[config.mk]
export PLATFORM = sky130hd
export DESIGN_NAME = iomem_dbg_master
export DESIGN_NICKNAME = d
export VERILOG_FILES = /design/src/rtl/iomem_dbg_pkg.sv /design/src/rtl/iomem_dbg_txser.sv /design/src/rtl/iomem_dbg_master.sv
export SDC_FILE = /design/constraint.sdc
export NUM_CORES = 1
export LEC_CHECK = 0
export BUFFER_PORTS_ARGS = -buffer_cell sky130_fd_sc_hd__buf_2
export CAP_MARGIN = 20
export CORE_MARGIN = 4
export CORE_UTILIZATION = 56
export CTS_CLUSTER_DIAMETER = 80
export DETAILED_ROUTE_END_ITERATION = 16
export MAX_ROUTING_LAYER = met4
export PLACE_DENSITY = 0.79
export SLEW_MARGIN = 25
export SYNTH_ARGS = -nofsm -noshare
export SYNTH_HDL_FRONTEND = slang
export SYNTH_SLANG_ARGS = --single-unit
[constraint.sdc]
create_clock -name clk -period 2.26 [get_ports clk]
set_input_delay 0 -clock clk [delete_from_list [all_inputs] [get_ports clk]]
set_output_delay 0 -clock clk [all_outputs]
set_load 0.02 [all_outputs]
[src/rtl/iomem_dbg_pkg.sv]
// Shared types and byte constants for the iomem debug master.
// IOMEM_DBG_WSTRB_EN adds a strobe byte after the write data.
package iomem_dbg_pkg;

  typedef enum logic [2:0] {
    S_IDLE,
    S_ADDR,
    S_DATA,
    S_BUS,
    S_RESP
  } state_e;

  localparam logic [7:0] CMD_WR   = 8'h57;
  localparam logic [7:0] CMD_RD   = 8'h52;
  localparam logic [7:0] RSP_OK   = 8'h4B;
  localparam logic [7:0] RSP_DATA = 8'h44;
  localparam logic [7:0] RSP_ERR  = 8'h45;
  localparam logic [7:0] RSP_BAD  = 8'h3F;

  localparam int unsigned CNT_W = 3;
  localparam int unsigned LEN_W = 3;
  localparam int unsigned TMO_W = 32;

`ifdef IOMEM_DBG_WSTRB_EN
  localparam int unsigned DATA_BYTES = 5;
`else
  localparam int unsigned DATA_BYTES = 4;
`endif

endpackage

[src/rtl/iomem_dbg_txser.sv]
// Response serializer: header byte plus up to four data bytes, LSB first,
// on a valid/ready byte stream. Loaded by a one-cycle pulse.
module iomem_dbg_txser
  import iomem_dbg_pkg::*;
(
  input  logic             clk,
  input  logic             reset,
  input  logic             i_load,
  input  logic [7:0]       i_hdr,
  input  logic [31:0]      i_data,
  input  logic [LEN_W-1:0] i_len,
  output logic [7:0]       o_tx_data,
  output logic             o_tx_valid,
  input  logic             i_tx_ready,
  output logic             o_done_c
);

  logic [39:0]      r_sh;
  logic [LEN_W-1:0] r_left;
  logic             r_valid;

  always_ff @(posedge clk) begin
    if (reset) begin
      r_sh    <= '0;
      r_left  <= '0;
      r_valid <= 1'b0;
    end else if (i_load) begin
      r_sh    <= {i_data, i_hdr};
      r_left  <= i_len;
      r_valid <= 1'b1;
    end else if (r_valid && i_tx_ready) begin
      // Hold the last byte on the bus after it drains; only valid drops.
      if (r_left == LEN_W'(1)) begin
        r_valid <= 1'b0;
      end else begin
        r_sh   <= {8'h00, r_sh[39:8]};
        r_left <= r_left - LEN_W'(1);
      end
    end
  end

  assign o_tx_data  = r_sh[7:0];
  assign o_tx_valid = r_valid;
  assign o_done_c   = r_valid && i_tx_ready && (r_left == LEN_W'(1));

endmodule

[src/rtl/iomem_dbg_master.sv]
// Byte-stream to iomem bus initiator: parses 'W'/'R' commands, runs one bus
// cycle each, and returns a response. IOMEM_DBG_WSTRB_EN enables the strobe byte.
module iomem_dbg_master
  import iomem_dbg_pkg::*;
#(
  parameter int unsigned TIMEOUT_CYCLES = 1024
) (
  input  logic        clk,
  input  logic        reset,
  input  logic [7:0]  rx_data,
  input  logic        rx_valid,
  output logic        rx_ready,
  output logic [7:0]  tx_data,
  output logic        tx_valid,
  input  logic        tx_ready,
  output logic        iomem_valid,
  input  logic        iomem_ready,
  output logic [3:0]  iomem_wstrb,
  output logic [31:0] iomem_addr,
  output logic [31:0] iomem_wdata,
  input  logic [31:0] iomem_rdata,
  output logic        busy
);

  state_e           r_state;
  logic [CNT_W-1:0] r_cnt;
  logic             r_is_wr;
  logic [TMO_W-1:0] r_tmo;
  logic [31:0]      r_rdata;
  logic             r_rx_ready;
  logic             r_busy;
  logic             r_valid;
  logic [3:0]       r_wstrb;
  logic [31:0]      r_addr;
  logic [31:0]      r_wdata;
  logic             r_load;
  logic [7:0]       r_hdr;
  logic [LEN_W-1:0] r_len;

  logic w_rx_fire;
  logic w_tx_done;

  assign w_rx_fire = rx_valid && r_rx_ready;

  always_ff @(posedge clk) begin
    if (reset) begin
      r_state    <= S_IDLE;
      r_cnt      <= '0;
      r_is_wr    <= 1'b0;
      r_tmo      <= '0;
      r_rdata    <= '0;
      r_rx_ready <= 1'b0;
      r_busy     <= 1'b0;
      r_valid    <= 1'b0;
      r_wstrb    <= '0;
      r_addr     <= '0;
      r_wdata    <= '0;
      r_load     <= 1'b0;
      r_hdr      <= '0;
      r_len      <= '0;
    end else begin
      r_load <= 1'b0;
      case (r_state)
        S_IDLE: begin
          r_rx_ready <= 1'b1;
          if (w_rx_fire) begin
            r_cnt  <= '0;
            r_busy <= 1'b1;
            if (rx_data == CMD_WR || rx_data == CMD_RD) begin
              r_is_wr <= (rx_data == CMD_WR);
              r_state <= S_ADDR;
            end else begin
              r_rx_ready <= 1'b0;
              r_state    <= S_RESP;
              r_load     <= 1'b1;
              r_hdr      <= RSP_BAD;
              r_len      <= LEN_W'(1);
            end
          end
        end

        S_ADDR: begin
          if (w_rx_fire) begin
            r_addr <= {rx_data, r_addr[31:8]};
            r_cnt  <= r_cnt + CNT_W'(1);
            if (r_cnt == CNT_W'(3)) begin
              r_cnt <= '0;
              if (r_is_wr) begin
                r_state <= S_DATA;
              end else begin
                r_rx_ready <= 1'b0;
                r_valid    <= 1'b1;
                r_wstrb    <= 4'h0;
                r_state    <= S_BUS;
              end
            end
          end
        end

        S_DATA: begin
          if (w_rx_fire) begin
            r_cnt <= r_cnt + CNT_W'(1);
            if (r_cnt < CNT_W'(4)) begin
              r_wdata <= {rx_data, r_wdata[31:8]};
            end
            if (r_cnt == CNT_W'(DATA_BYTES - 1)) begin
              r_cnt      <= '0;
              r_rx_ready <= 1'b0;
`ifdef IOMEM_DBG_WSTRB_EN
              // A zero strobe is rejected without touching the bus.
              if (rx_data[3:0] == 4'h0) begin
                r_state <= S_RESP;
                r_load  <= 1'b1;
                r_hdr   <= RSP_ERR;
                r_len   <= LEN_W'(1);
              end else begin
                r_valid <= 1'b1;
                r_wstrb <= rx_data[3:0];
                r_state <= S_BUS;
              end
`else
              r_valid <= 1'b1;
              r_wstrb <= 4'hF;
              r_state <= S_BUS;
`endif
            end
          end
        end

        S_BUS: begin
          // Completion takes priority over a timeout in the same cycle.
          if (iomem_ready) begin
            r_rdata <= iomem_rdata;
            r_valid <= 1'b0;
            r_tmo   <= '0;
            r_state <= S_RESP;
            r_load  <= 1'b1;
            r_hdr   <= r_is_wr ? RSP_OK : RSP_DATA;
            r_len   <= r_is_wr ? LEN_W'(1) : LEN_W'(5);
          end else if (TIMEOUT_CYCLES != 0 && r_tmo == TMO_W'(TIMEOUT_CYCLES - 1)) begin
            r_valid <= 1'b0;
            r_tmo   <= '0;
            r_state <= S_RESP;
            r_load  <= 1'b1;
            r_hdr   <= RSP_ERR;
            r_len   <= LEN_W'(1);
          end else begin
            r_tmo <= r_tmo + TMO_W'(1);
          end
        end

        S_RESP: begin
          if (w_tx_done) begin
            r_state    <= S_IDLE;
            r_busy     <= 1'b0;
            r_rx_ready <= 1'b1;
          end
        end

        default: begin
          r_state <= S_IDLE;
        end
      endcase
    end
  end

  iomem_dbg_txser u_txser (
    .clk        (clk),
    .reset      (reset),
    .i_load     (r_load),
    .i_hdr      (r_hdr),
    .i_data     (r_rdata),
    .i_len      (r_len),
    .o_tx_data  (tx_data),
    .o_tx_valid (tx_valid),
    .i_tx_ready (tx_ready),
    .o_done_c   (w_tx_done)
  );

  assign rx_ready    = r_rx_ready;
  assign busy        = r_busy;
  assign iomem_valid = r_valid;
  assign iomem_wstrb = r_wstrb;
  assign iomem_addr  = r_addr;
  assign iomem_wdata = r_wdata;

endmodule

* Word-level counts from Yosys, hierarchy flattened
Cells that the tools add are included.
** Storage, ports and cells
- Bits in registers :: 198
- Input port bits :: 45
- Output and inout bits :: 80
- Word-level logic and storage cells :: 137
** Operators by class
- Add/subtract/negate cells :: 3
- $lt $le $gt $ge :: 1
- Eq/ne operators :: 20
- Multiplexer cells :: 69
- Reduce and logical (&&, ||, !) cells :: 27
** Operators by type and width (number)
- $mux 40 :: 3
- $mux 32 :: 2
- $mux 3 :: 20
- $add 32x1->32 const B :: 1
- $eq 32x10->1 const B :: 1
- $mux 8 :: 4
- $mux 1 :: 25
- $mux 4 :: 6
- $reduce_and 7->1 :: 3
- $eq 8x7->1 const B :: 2
- $ne 2x2->1 const B :: 8
- $pmux 8 s2 :: 1
- $pmux 3 s5 :: 1
- $pmux 3 s2 :: 2
- $reduce_and 3->1 :: 4
- $reduce_bool 2->1 :: 6
- $eq 3x2->1 const B :: 3
- $pmux 4 s2 :: 1
- $reduce_and 2->1 :: 4
- $eq 3x1->1 const B :: 2
- $reduce_and 6->1 :: 1
- $ne 2x1->1 const B :: 2
- $pmux 1 s2 :: 2
- $pmux 1 s4 :: 1
- 13 further kinds :: 15

* Depth between registers and ports, before layout
- Word-level depth :: 5
- Depth in mapped cells :: 7
- Depth with buffers taken out :: 7

* Modules after synthesis
Synthesis repeated with hierarchy kept, for this count alone.
** Unflattened totals
- Cell total of the unflattened synthesis :: 966
- Area total of the unflattened synthesis :: 8034.0 um^2
** By module, submodules not included
- iomem_dbg_master :: instances 1, cells each 715, area an instance 5803.1 um^2, seq. area each 2942.8 um^2
- iomem_dbg_txser :: instances 1, cells each 251, area an instance 2230.9 um^2, seq. area each 880.8 um^2

* Worst setup path after synthesis
Ideal clock, no wire load.
- Path type :: reg2reg
- Start point :: reg r_tmo[16]
- End point :: reg r_tmo[8]
- Library setup time :: 0.115 ns
- Data arrival time :: 1.915 ns
- Required time :: 2.145 ns
- Slack :: 0.230 ns
- Stages on the path, launching flop included :: 7
- Path buffers :: 1
- Clock period less this slack :: 2.030 ns
- Path through :: dfxtp_1 -> or4_1 -> or4_4 -> o21ai_0 -> a21o_2 -> buf_6 -> nor2_1
** Between the ends
- Cells in the longest elaborated chain, start to end :: 3
** Ends and longest elaborated chain
- from (decl) :: line iomem_dbg_master.sv:28 : logic [TMO_W-1:0] r_tmo;
- from (signal assigned) :: line iomem_dbg_master.sv:148 : r_tmo <= r_tmo + TMO_W'(1);
- $eq 32x10->1 :: line iomem_dbg_master.sv:140 : end else if (TIMEOUT_CYCLES != 0 && r_tmo == TMO_W'(TIMEOUT_CYCLES - 1)) begin
- $mux 32 :: line iomem_dbg_master.sv:140
- $mux 32 :: line iomem_dbg_master.sv:132 : if (iomem_ready) begin
Every way passes these cells.
A chain may end at the register's enable or synchronous reset.

* Final worst setup path
- Start point :: reg r_tmo[16]
- End point :: reg r_len[0]
** Between the ends
- Cells in the longest elaborated chain, start to end :: 3
** Ends and longest elaborated chain
- $eq 32x10->1 :: line iomem_dbg_master.sv:140
- $ne 3x3->1 (no source line)
- $reduce_and 4->1 (no source line)
- to (signal assigned) :: line iomem_dbg_master.sv:139 : r_len <= r_is_wr ? LEN_W'(1) : LEN_W'(5);
- to (decl) :: line iomem_dbg_master.sv:38 : logic [LEN_W-1:0] r_len;
Every way passes these cells.

==> flow_summary.yaml <==
drt:
  route.detailed.drc: 0
  vias_per_cell: 5.348
  route.vias.total: 6626
  post_drt_wl_per_cell_microns: 14.32
  drt_first_iter_violations: 542
  firstDrtPassIters: 5
  totalWireLength_mm: 17.75
  ant_nets: 0
global_route:
  grt_first_pass_wirelength_mm: 29.75
  grt_max_degree: 72
  grt_pass1_vias: 6410
  grt.total_usage_pct: 23.22
  antenna_found_initial: 0
  globalRouteOverflowTotal: 0
setup_path:
  r2r_slack_ps: 100
  crit_path_max_fanout: 6
  worstPathArrival_ps: 2510
  worst_setup_path_end_kind: "register"
  cp-start-kind: "register"
  worstReg2RegEnd: "r_len[0]"
  required_ps: 2610
  worst_r2r_startpoint: "r_tmo[16]"
  reg2reg_depth: 5
  critPathKind: "register to register"
floorplan:
  num_io_pins: 125
  chipHeight_microns: 124.7
  die_area_sq_mm: 0.01556
  initial_core_util_pct: 57.40
  fp.dieW_microns: 124.7
  fp.coreArea_sq_mm: 0.01330
  core.rowCount: 42
synth:
  yosys-mux-area-fraction_pct: 4.329
  synthDistinctLibCells: 50
  synth-edff-count: 0
  synth-adder-area-share_pct: 0.6558
  syn_nets: 964
  synth-simple-area-share_pct: 22.15
  synth-seq-area-share_pct: 50.11
  postSynthAreaPerCell_sq_um: 8.340
  syn_area_sq_mm: 0.007631
  synthCells: 915
  synth_xor_area_share_pct: 3.788
  synth_top_family_by_area: "simple AND/OR/NAND/NOR gates"
  ys_warn_count: 0
  synthFlopType: "dfxtp_1"
  synth_compound_area_share_pct: 13.76
  async_reset_ff_share_pct: 0
  ys_seq_elements: 191
min_path:
  hold_end: "r_load"
  hold_class: "input port to register"
  hold-path-cell-count: 2
  worstHoldStart: "reset"
clock_network:
  root_buffer: "clkbuf_16"
  htree_levels: 4
  cts_buffers: 17
  clkTransAtPathRegs_ps: 60
  insertion_delay_ps: 420
  cts_tree: "built"
  cts.sink_count: 191
  cts.path.max_buffers: 2
cells_and_area:
  layout.nets: 1099
  drive_gt1_share_pct: 17.59
  fillers: 1062
  num_antenna_cells: 0
  area_delta_synth_final_pct: 22.53
placed_design:
  portBuffers: 124
  place_congestion: 0.8499
  dp_hpwl_mm: 11.14
power_and_ir_drop:
  finalPower_mw: 7.397
  pwr_density_cell_mw_per_mm2: 791.1
  internal_power_mw: 5.509
  clock_power_share_pct: 37.9
  swShare_pct: 25.53
  ir_drop_uv: 624.4
  leakagePower_nw: 3.478
  seq_power_share_pct: 49.0
  p_switching_mw: 1.888
  comb_power_share_pct: 13.0
status:
  status: "finished, final reports clean"
timing:
  finalSetupTns_ps: 0
  finalSetupViolCount: 0
  maxSlewViolCount: 0
  period_share_pct: 95.41
  hold_viol_final: 0
  finalCriticalPeriod_ps: 2156
  rsz0062_at_grt: "false"
  skew_ps: 7.912
  fmax_mhz: 463.8
  worst_pin_slew_ps: 637.8
  slew_headroom_pct: 57.48
run:
  drv_cap: 0
-- area by class of cell --
| class | count | area, sq um | share of cell area (%) |
|---|---|---|---|
| Tap cell | 176 | 220.2 | 2.355 |
| Inverter | 16 | 60.06 | 0.6423 |
| Sequential cell | 191 | 3824 | 40.89 |
| Timing Repair Buffer | 187 | 1264 | 13.52 |
| Clock buffer | 23 | 467.9 | 5.005 |
| Clock inverter | 9 | 83.83 | 0.8966 |
| Multi-Input combinational cell | 637 | 3431 | 36.69 |
-- cell usage in the layout (no fill, tap or decap), types with 2 or more instances in the layout --
cell type | netlist | routed
nand2_1 | 209 | 209
dfxtp_1 | 191 | 191
buf_2 | 6 | 123
a21oi_1 | 119 | 118
nor2_1 | 94 | 92
dlygate4sd3_1 | 0 | 42
mux2i_1 | 33 | 33
a211oi_1 | 31 | 31
xnor2_1 | 30 | 30
clkbuf_16 | 0 | 17
buf_4 | 11 | 17
inv_1 | 15 | 15
nor3_1 | 16 | 15
nand3_1 | 13 | 13
nor3b_1 | 10 | 10
nor4_1 | 9 | 9
o21ai_0 | 7 | 6
nand4_1 | 5 | 5
buf_12 | 0 | 5
and4_1 | 4 | 4
ha_1 | 4 | 4
clkbuf_1 | 51 | 4
clkinvlp_4 | 0 | 4
nand3b_1 | 3 | 3
nand2b_1 | 3 | 3
or3_1 | 3 | 3
nor2b_1 | 3 | 3
a31oi_1 | 3 | 3
or4_1 | 3 | 3
a22oi_1 | 3 | 3
a21oi_2 | 3 | 3
o21a_1 | 3 | 3
xor2_1 | 3 | 3
clkinv_2 | 0 | 3
nor2_2 | 0 | 2
nand4b_1 | 2 | 2
and3_1 | 2 | 2
or2_2 | 2 | 2
a311oi_1 | 2 | 2
clkbuf_8 | 0 | 2
-- synthesized netlist by cell type, types with 2 or more instances --
| library cell | number | area share, % |
|---|---|---|
| nand4_1 | 5 | 0.41 |
| xor2_1 | 3 | 0.34 |
| buf_4 | 11 | 1.1 |
| o21ai_0 | 7 | 0.46 |
| a31oi_1 | 3 | 0.25 |
| a311oi_1 | 2 | 0.23 |
| ha_1 | 4 | 0.66 |
| buf_2 | 6 | 0.39 |
| or4_1 | 3 | 0.30 |
| a211oi_1 | 31 | 3.0 |
| and4_1 | 4 | 0.46 |
| a21oi_2 | 3 | 0.34 |
| nand2b_1 | 3 | 0.25 |
| a21oi_1 | 119 | 7.8 |
| nand2_1 | 209 | 10 |
| xnor2_1 | 30 | 3.4 |
| nand3_1 | 13 | 0.85 |
| nor4_1 | 9 | 0.74 |
| nor3b_1 | 10 | 0.98 |
| mux2i_1 | 33 | 4.3 |
| inv_1 | 15 | 0.74 |
| buf_6 | 3 | 0.44 |
| nor2b_1 | 3 | 0.25 |
| nand3b_1 | 3 | 0.30 |
| or2_2 | 2 | 0.16 |
| dfxtp_1 | 191 | 50 |
| or3_1 | 3 | 0.25 |
| nor2_1 | 94 | 4.6 |
| and3_1 | 2 | 0.16 |
| a22oi_1 | 3 | 0.30 |
| nand4b_1 | 2 | 0.23 |
| clkbuf_1 | 51 | 2.5 |
| nor3_1 | 16 | 1.0 |
| o21a_1 | 3 | 0.30 |
-- through the flow --
stage               hold WS, ps  instance area [sq um]  std cells  util [%]  worst slack (ps)
detailed placement        246.3                   8371       1164     62.96             113.5
CTS                       67.47                   9343       1238     70.27             62.24
global route              94.71                   9350       1239     70.33             34.81
floorplan                 136.0                   7631        915         -             229.7
global placement          241.4                   8371       1164     62.96             130.4
finish                    82.14                   9350       1239     70.33             103.7
-- sequential cells by signal, indices dropped and copies added (netlist names) --
register and count:
iomem_wstrb 1, r_cnt 3, r_tmo 32, iomem_valid 1
r_rdata 32, u_txser.r_left 3, r_hdr 5, busy 1
r_len 2, rx_ready 1, iomem_wdata 32, u_txser.o_tx_valid 1
r_state 3, u_txser.r_sh 40, r_is_wr 1, r_load 1
iomem_addr 32
-- what timing repair did --
item | 4_1_cts | 5_1_grt
setup endpoints to repair | 0 | 33
buffers inserted | 0 | 1
endpoints found under the hold margin | 50 | 0
hold buffers | 42 | 0
gates resized for setup | 0 | 1
-- worst max-delay path, stage by stage, from the launching register on --
cell and delay (ps):
dfxtp_1 340, or4_1 550, or4_4 520, o211a_4 270, or2_4 280, a21oi_2 130
-- routing by layer --
metal	wire, microns	GRT usage [%]	up-vias
li1	-	-	3342
met1	8023	28.78	3112
met2	8510	37.44	147
met3	941	5.875	25
met4	272	7.221	0
met5	0	-	-
-- kinds of logic after synthesis --
logic type,after synthesis
compound gates,179
simple gates,388
mux,33
fa+ha+maj,4
xor+xnor,33
flops,191
buf+inv,87
-- power by group through the flow --
stage	logic (mW)	registers, mW	clock network [mW]
2_1_floorplan	0.636	3.70	0
3_3_place_gp	0.878	3.70	0
3_5_place_dp	0.890	3.70	0
4_1_cts	0.952	3.63	2.84
5_1_grt	1.07	3.64	2.98
6_report	0.963	3.63	2.81
-- worst max path at each step --
stage / startpoint / to / slack [ps] / cells after the start
floorplan: r_tmo[16] / r_tmo[8] / 230 / 6
global placement: r_tmo[16] / r_tmo[15] / 130 / 6
detailed placement: r_tmo[16] / r_tmo[17] / 110 / 6
CTS: r_tmo[16] / r_tmo[17] / 60 / 6
global route: r_tmo[16] / r_state[2] / 30 / 5
finish: r_tmo[16] / r_len[0] / 100 / 5
Power figures use the tool's default switching activity.
